--- src/rtl/kernel_top_stream_join2.sv ---
// kernel_top_stream_join2
// Joins two valid/ready streams into {b, a} tuples and buffers them in a
// small registered FIFO. Both streams are consumed together or not at all,
// so the upstream delay-balanced path (A) and the direct path (B) stay
// aligned. The output side is decoded purely from registered state. That
// gives one cycle of latency and no combinational path from inputs to the
// output handshake.
module kernel_top_stream_join2 #(
    parameter int STREAMW = 32,
    parameter int DEPTH   = 4
) (
    input  logic                     clk,
    input  logic                     rst,
    input  logic                     ivalid_a,
    input  logic [STREAMW-1:0]       a,
    output logic                     iready_a,
    input  logic                     ivalid_b,
    input  logic [STREAMW-1:0]       b,
    output logic                     iready_b,
    output logic                     ovalid,
    output logic [2*STREAMW-1:0]     out,
    input  logic                     oready,
    output logic [$clog2(DEPTH):0]   level,
    output logic [31:0]              tuple_cnt
);

    localparam int PTRW = $clog2(DEPTH);
    localparam int LVLW = PTRW + 1;
    localparam int TUPW = 2 * STREAMW;

    // Tuple storage is deliberately left unreset; the output is masked when empty.
    logic [TUPW-1:0] mem_q [DEPTH];

    logic [PTRW-1:0] wr_ptr_q, wr_ptr_d;
    logic [PTRW-1:0] rd_ptr_q, rd_ptr_d;
    logic [LVLW-1:0] level_q,  level_d;
    logic [31:0]     cnt_q,    cnt_d;

    logic full;
    logic empty;
    logic push;
    logic pop;

    // Occupancy flags and handshake decode, derived only from registered level.
    always_comb begin
        full     = (level_q == LVLW'(DEPTH));
        empty    = (level_q == '0);
        // Each side is only ready when its partner is valid, so neither stream
        // can be accepted alone. iready never depends on oready: a full FIFO
        // blocks the push even if a pop happens in the same cycle.
        iready_a = ivalid_b & ~full;
        iready_b = ivalid_a & ~full;
        push     = ivalid_a & ivalid_b & ~full;
        pop      = ~empty & oready;
        ovalid   = ~empty;
        out      = empty ? '0 : mem_q[rd_ptr_q];
    end

    // Next-state arithmetic for pointers, level and delivered-tuple counter.
    always_comb begin
        wr_ptr_d = wr_ptr_q + PTRW'(1);
        rd_ptr_d = rd_ptr_q + PTRW'(1);
        cnt_d    = cnt_q + 32'd1;
        level_d  = level_q;
        case ({push, pop})
            2'b10:   level_d = level_q + LVLW'(1);
            2'b01:   level_d = level_q - LVLW'(1);
            default: level_d = level_q;
        endcase
    end

    // Control state: reset wins over any push or pop presented in the same cycle.
    always_ff @(posedge clk) begin
        if (rst) begin
            wr_ptr_q <= '0;
            rd_ptr_q <= '0;
            level_q  <= '0;
            cnt_q    <= '0;
        end else begin
            if (push) begin
                wr_ptr_q <= wr_ptr_d;
            end
            if (pop) begin
                rd_ptr_q <= rd_ptr_d;
                cnt_q    <= cnt_d;
            end
            level_q <= level_d;
        end
    end

    // Tuple write at the write pointer; suppressed during reset so a discarded push leaves no trace.
    always_ff @(posedge clk) begin
        if (push && !rst) begin
            mem_q[wr_ptr_q] <= {b, a};
        end
    end

    assign level     = level_q;
    assign tuple_cnt = cnt_q;

endmodule

--- config.mk ---
export PLATFORM = sky130hd
export DESIGN_NAME = kernel_top_stream_join2
export DESIGN_NICKNAME = d
export VERILOG_FILES = /design/src/rtl/kernel_top_stream_join2.sv
export SDC_FILE = /design/constraint.sdc
export NUM_CORES = 1
export LEC_CHECK = 0
export CORE_UTILIZATION = 49
export CTS_CLUSTER_SIZE = 24
export DETAILED_ROUTE_END_ITERATION = 16
export PLACE_DENSITY = 0.72
export SLEW_MARGIN = 20
export SYNTH_ARGS = -nofsm -noshare
export SYNTH_HDL_FRONTEND = slang
export SYNTH_SLANG_ARGS = --single-unit
export TNS_END_PERCENT = 50
--- constraint.sdc ---
create_clock -name clk -period 3.6 [get_ports clk]
set_clock_uncertainty 0.1 [all_clocks]
set_input_delay 1.08 -clock clk [delete_from_list [all_inputs] [get_ports clk]]
set_output_delay 1.08 -clock clk [all_outputs]
set_load 0.05 [all_outputs]
==> flow_summary.yaml, run 1 <==
floorplanning:
  start_util_pct: 50.7
  core_um2: 22900
  ios: 171
  rows: 55
  die_x_um: 156
  die_area_um2: 24300
  dieHeight_um: 156
pwr:
  internal-power_mw: 7.03
  p_switching_mw: 3.70
  clockPowerShare_pct: 29.1
  pwr-share-seq_pct: 36.7
  ir_drop_mv: 0.434
  sw_frac_of_total_pct: 34.5
  power.density_nw_per_um2: 721
  p_comb_share_pct: 34.2
  leakagePower_nw: 4.89
sta:
  min_period_over_period_pct: 96.6
  setup_violations: 0
  maxSlewHeadroom_pct: 50.9
  setup_tns_ns: 0
  finalCriticalPeriod_ns: 3.48
  fmaxAchievable_mhz: 288
  rsz0062_at_grt: "no"
  hold_viol_final: 0
  worstMarginPinSlew_ns: 0.725
  fin_hold_ws_ns: 0.398
  slew_violations: 0
place:
  dp_hpwl_mm: 15.3
  place_inst: 1118
  port_buffers: 170
  routabilityCongestion: 0.830
grt:
  grt_max_degree: 43
  first_global_vias: 6732
  grt-ovfl-total: 0
  antenna_found_initial: 0
  grt_pass1_wl_mm: 37.0
  grt_use_total_pct: 20.1
synth:
  synth_warnings: 0
  synthDistinctLibCells: 34
  synthCells: 639
  synth_area_um2: 11600
  syn_avg_cell_area_um2: 18.2
  synth.ff_latch_count: 297
  synth.net_count: 715
  yosysSeqAreaShare_pct: 73.3
routing:
  wl_mm: 24.0
  postRouteAntennaNets: 0
  drt_iter0_drc: 435
  route.detailed.drc: 0
  route.vias.total: 6450
  drtPass1Iterations: 4
  vias_per_cell: 5.49
  wl_per_cell_um: 20.4
setup_path:
  rr_endpoint: "level[2]"
  reg2reg_slack_ns: 0.86
  arrival_ns: 2.30
  cp.required_ns: 2.42
  critPathLaunchType: "flip-flop"
  reg2regPathDepth: 8
  cp-end-kind: "primary output"
  crit_fanout: 11
  path_class: "reg -> out"
  r2r_start: "level[2]"
layout:
  syn_to_final_growth_pct: 28.3
  fillers: 1520
  antenna_cells: 0
  fin_cells: 1175
  drive_above_1_share_pct: 25.3
  num-nets-final: 914
clocking:
  cts_inserted_buffers: 30
  clock_latency_ns: 0.54
  cts_num_sinks: 297
  cts.htree.levels: 1
  clk_pin_slew_ns: 0.06
  cts-root-buf: "clkbuf_16"
  cts_tree: "done"
  clock_path_buffers: 3
  cts_setup_buffers: 0
worst_hold_path:
  min_to: "tuple_cnt[26]"
  min_from: "tuple_cnt[26]"
  hp-class: "reg -> reg"
  holdPathStages: 2
status:
  status: "finished, final reports clean"
run:
  drv_cap: 0
-- final cells by class --
| class | instances | area (um^2) | area share (%) |
|---|---|---|---|
| Tap cell | 313 | 392 | 2.63 |
| Timing Repair Buffer | 201 | 2000 | 13.4 |
| Clock buffer | 32 | 779 | 5.23 |
| Sequential cell | 297 | 8520 | 57.2 |
| Clock inverter | 24 | 240 | 1.61 |
| Inverter | 12 | 45.0 | 0.302 |
| Multi-Input combinational cell | 296 | 2930 | 19.7 |
-- sequential cells by signal, indices dropped and copies added (netlist names), named ones only --
name,flops
level,3
mem_q,256
rd_ptr_q,2
tuple_cnt,32
wr_ptr_q,2
-- cells by family (layout without fill, tap and decap cells) --
group                      count (synthesis)  count (layout)  synth area share, %
muxes                                     67              67                 12.7
DFF                                      297             297                 73.3
buffers and inverters                     46             269                 1.59
and+or+nand+nor                          158             158                 7.97
adders and majority gates                  7               7                0.819
xor gates and xnor gates                  12              12                0.905
AOI/OAI and AO/OA                         52              52                 2.75
-- power by group through the flow --
stage               combinational (mW)  clock [mW]  sequential (mW)
floorplan                         2.53           0             4.01
global placement                  3.66           0             4.01
detailed placement                3.68           0             4.01
CTS                               3.71        3.18             3.95
global route                      3.86        3.30             3.96
finish                            3.67        3.13             3.94
-- Yosys cell counts --
| library cell | count | area (um^2) |
|---|---|---|
| o31ai_1 | 17 | 128 |
| clkbuf_1 | 22 | 82.6 |
| and3_1 | 2 | 12.5 |
| o31ai_2 | 1 | 12.5 |
| edfxtp_1 | 256 | 7690 |
| nand4_1 | 7 | 43.8 |
| a21oi_1 | 25 | 125 |
| fa_1 | 1 | 20.0 |
| or4_1 | 19 | 143 |
| nand2_1 | 14 | 52.6 |
| buf_1 | 2 | 7.51 |
| or3_1 | 6 | 37.5 |
| and4_1 | 3 | 26.3 |
| mux4_2 | 64 | 1440 |
| mux2_2 | 2 | 22.5 |
| inv_2 | 1 | 3.75 |
| xnor2_1 | 6 | 52.6 |
| inv_1 | 11 | 41.3 |
| or2_2 | 1 | 6.26 |
| and2_1 | 70 | 438 |
| a21boi_0 | 2 | 15.0 |
| nor4_1 | 2 | 12.5 |
| buf_2 | 10 | 50.1 |
| o21ai_0 | 6 | 30.0 |
| dfxtp_1 | 41 | 821 |
| ha_1 | 6 | 75.1 |
| nor2b_1 | 2 | 12.5 |
| mux2i_1 | 1 | 10.0 |
| or4b_1 | 1 | 10.0 |
| nand3_1 | 10 | 50.1 |
| nor2_1 | 19 | 71.3 |
| nor3_1 | 2 | 10.0 |
| o311ai_1 | 1 | 8.76 |
| xor2_1 | 6 | 52.6 |
-- worst max-delay path, cell delays in order (launching register included) --
cell,delay [ns]
dfxtp_4,0.54
buf_4,0.29
mux4_2,0.55
and2_1,0.18
buf_4,0.18
-- metrics by stage --
step | total power, mW | setup WS [ns] | utilization (%) | area, um^2
floorplan | 6.54 | 0.0743 | - | 11600
global placement | 7.66 | 0.300 | 60.4 | 13800
detailed placement | 7.69 | 0.255 | 60.4 | 13800
CTS | 10.8 | 0.0131 | 65.0 | 14900
global route | 11.1 | 0.0310 | 65.0 | 14900
finish | 10.7 | 0.123 | 65.0 | 14900
-- metal layers --
| metal | vias to the layer above | wire length, um | track usage (%) |
|---|---|---|---|
| met5 | - | 0 | 0 |
| met4 | 0 | 321 | 4.25 |
| met3 | 29 | 1700 | 3.58 |
| met2 | 228 | 12100 | 34.4 |
| met1 | 3259 | 9840 | 27.0 |
| li1 | 2934 | - | - |
-- placed cells by master (no fill, tap or decap), types with 19 or more instances in the layout --
cell type / count
edfxtp_1: 256
clkdlybuf4s50_1: 103
buf_4: 74
and2_1: 66
mux4_2: 64
dfxtp_1: 39
clkbuf_16: 31
a21oi_1: 25
nor2_1: 19
or4_1: 19
-- worst max path at each step --
stage	startpoint	cells past startpoint	endpoint	slack, ns
final	flip-flop	4	out[22]	0.12
after detailed placement	oready	9	level[2]	0.25
after floorplan	ivalid_a	3	mem_q[0][0]	0.07
after global placement	oready	9	level[2]	0.30
after global routing	flip-flop	4	out[3]	0.03
after CTS	level[2]	5	out[45]	0.01
-- what timing repair did --
| item | CTS | global route |
|---|---|---|
| hold buffers | 0 | 0 |
| gates resized for setup | 9 | 1 |
| pin swaps | 0 | 0 |
| endpoints found under the setup margin | 52 | 35 |
| cloned | 1 | 0 |
| hold endpoints to repair | 0 | 0 |
(Power assumes the default switching activity.)
==> run 2: changes to the inputs <==
--- a/config.mk
+++ b/config.mk
@@ -5,10 +5,13 @@
 export SDC_FILE = /design/constraint.sdc
 export NUM_CORES = 1
 export LEC_CHECK = 0
+export ABC_AREA = 1
+export CORE_MARGIN = 3
 export CORE_UTILIZATION = 49
 export CTS_CLUSTER_SIZE = 24
 export DETAILED_ROUTE_END_ITERATION = 16
 export PLACE_DENSITY = 0.72
+export REMOVE_ABC_BUFFERS = 1
 export SLEW_MARGIN = 20
 export SYNTH_ARGS = -nofsm -noshare
 export SYNTH_HDL_FRONTEND = slang
==> run 2 against run 1 <==
Global-route usage increased by 0.48 points. Wire length increased by 17%. Critical path type unchanged. Critical path depth increased by 1. Non-clock buffer count decreased by 10.
==> flow_summary.yaml, run 2 <==
status:
  status: "finished, final reports clean"
synth:
  synth.ff_latch_count: 297
  synth_edf_count: 256
  synth_warnings: 0
  synth_top_cell_area_share_pct: 63.6
  synth_most_common_cell: "nor2_1"
  synth_top_cell_by_area: "edfxtp_1"
  synth_area_um2: 12100
  ys.flop_type: "edfxtp_1"
  synth-async-reset-ratio_pct: 0
  syn_avg_cell_area_um2: 10.9
  synthCells: 1107
  yosys-top-cells-area: "edfxtp_1, nor2_1, dfxtp_1, o21ai_0, a21oi_1"
  yosysSeqAreaShare_pct: 70.4
  synthDistinctLibCells: 25
  synth.top_cells.by_count: "nor2_1, edfxtp_1, o21ai_0"
clocking:
  clock_latency_ns: 0.54
  cts-root-buf: "clkbuf_16"
  clk_pin_slew_ns: 0.06
  cts_setup_buffers: 0
  cts_tree: "done"
  cts_hold_buf: 0
  clock_path_buffers: 3
  cts.htree.levels: 1
  cts_num_sinks: 297
  cts_inserted_buffers: 30
sta:
  min_period_over_period_pct: 94.8
  maxSlewHeadroom_pct: 45.1
  hold_viol_final: 0
  slew_violations: 0
  worstMarginPinSlew_ns: 0.824
  setup_violations: 0
  fin_ws_ns: 0.187
  fmaxAchievable_mhz: 293
  rsz0062_at_grt: "no"
  finalCriticalPeriod_ns: 3.41
place:
  dp_hpwl_mm: 16.5
  place_inst: 1563
  routabilityCongestion: 0.872
  port_buffers: 170
  pre_cts_slack_ns: 0.319
setup_path:
  rr_endpoint: "level[2]"
  r2r_start: "level[2]"
  path_class: "reg -> out"
  reg2reg_slack_ns: 1.25
  cp.required_ns: 2.42
  cp-end-kind: "primary output"
  arrival_ns: 2.23
  reg2regPathDepth: 11
  crit_fanout: 64
  critPathLaunchType: "flip-flop"
routing:
  top_layer_used: "met5"
  route.met2.wl_mm: 13.8
  drt-met1-wl_mm: 11.5
  vias_per_cell: 5.28
  route.vias.total: 8555
  postRouteAntennaNets: 0
  route.detailed.drc: 0
  drt_iter0_drc: 649
  drtPass1Iterations: 5
  wl_per_cell_um: 17.3
  wl_mm: 28.1
  wl_met3_mm: 2.32
pwr:
  power.density_nw_per_um2: 709
  leakagePower_nw: 5.44
  power.total_mw: 10.9
  ir_drop_mv: 0.440
grt:
  first_global_vias: 8448
  grt-ovfl-total: 0
  antenna_found_initial: 1
  grt_max_degree: 129
  grt_pass1_wl_mm: 43.6
  grt_use_total_pct: 20.5
floorplanning:
  dieHeight_um: 163
  die_x_um: 163
  ios: 171
  start_util_pct: 50.7
  die_area_um2: 26600
  rows: 56
  core_um2: 23800
layout:
  largest_reg_flops: 256
  largest_register: "mem_q"
  syn_to_final_growth_pct: 27.4
  fin_cells: 1619
  num-nets-final: 1353
  antenna_cells: 0
  final_common_cell: "nor2_1"
  final_cell_mix: "nor2_1, edfxtp_1, o21ai_0, clkdlybuf4s50_1, a21oi_1"
  final_util_pct: 64.6
  drive_above_1_share_pct: 11.8
worst_hold_path:
  hp-class: "reg -> reg"
  min_from: "rd_ptr_q[1]"
  holdPathStages: 2
run:
  drv_cap: 0
-- run 2: layer usage --
metal | up-vias | global-route usage, %
li1 | 4140 | -
met1 | 4067 | 27.5
met2 | 312 | 34.9
met3 | 34 | 4.25
met4 | 2 | 4.81
met5 | - | 0
-- run 2: layout make-up --
type | instances | area, um^2
multi-input combinational | 698 | 3150
sequential | 297 | 8510
clock inverter | 17 | 175
fill | 1796 | 8430
timing repair buffer | 191 | 2130
tap | 319 | 399
inverter | 59 | 224
clock buffer | 38 | 802
-- run 2: cells by family after synthesis --
group	count (synthesis)	share of synthesized area [%]
AND/OR/NAND/NOR	458	15.3
adder cells (fa/ha/maj)	7	0.787
buffers and inverters	112	3.76
flip-flops	297	70.4
AO/OA/AOI/OAI	233	9.73
-- run 2: worst max-delay path by stage --
stage	to	slack (ns)
CTS	out[50]	0.06
global placement	iready_a	0.35
detailed placement	level[2]	0.32
global route	out[55]	0.08
finish	out[50]	0.19
floorplan	out[62]	-1.97
-- run 2: what timing repair did --
item | CTS | global route
endpoints found under the setup margin | 0 | 4
endpoints found under the hold margin | 0 | 0
gates resized for setup | 0 | 2
-- run 2: power breakdown --
part	internal [mW]	switching [mW]	total, mW
Combinational	1.24	2.73	3.97
Clock	1.85	1.22	3.06
Sequential	3.82	0.0493	3.87
Total	6.91	3.99	10.9
-- run 2: through the flow --
stage	hold slack [ns]	TNS [ns]	area (um^2)
detailed placement	0.357	0	14400
CTS	0.368	0	15400
global route	0.392	0	15400
global placement	0.350	0	14400
floorplan	0.340	-594.58	11800
finish	0.366	0	15400
-- run 2: worst max-delay path, cell delays in order, from the launching register on --
cell	delay, ns
dfxtp_2	0.33
buf_4	0.65
nor2_1	0.11
o21ai_0	0.18
a21oi_1	0.17
buf_4	0.22
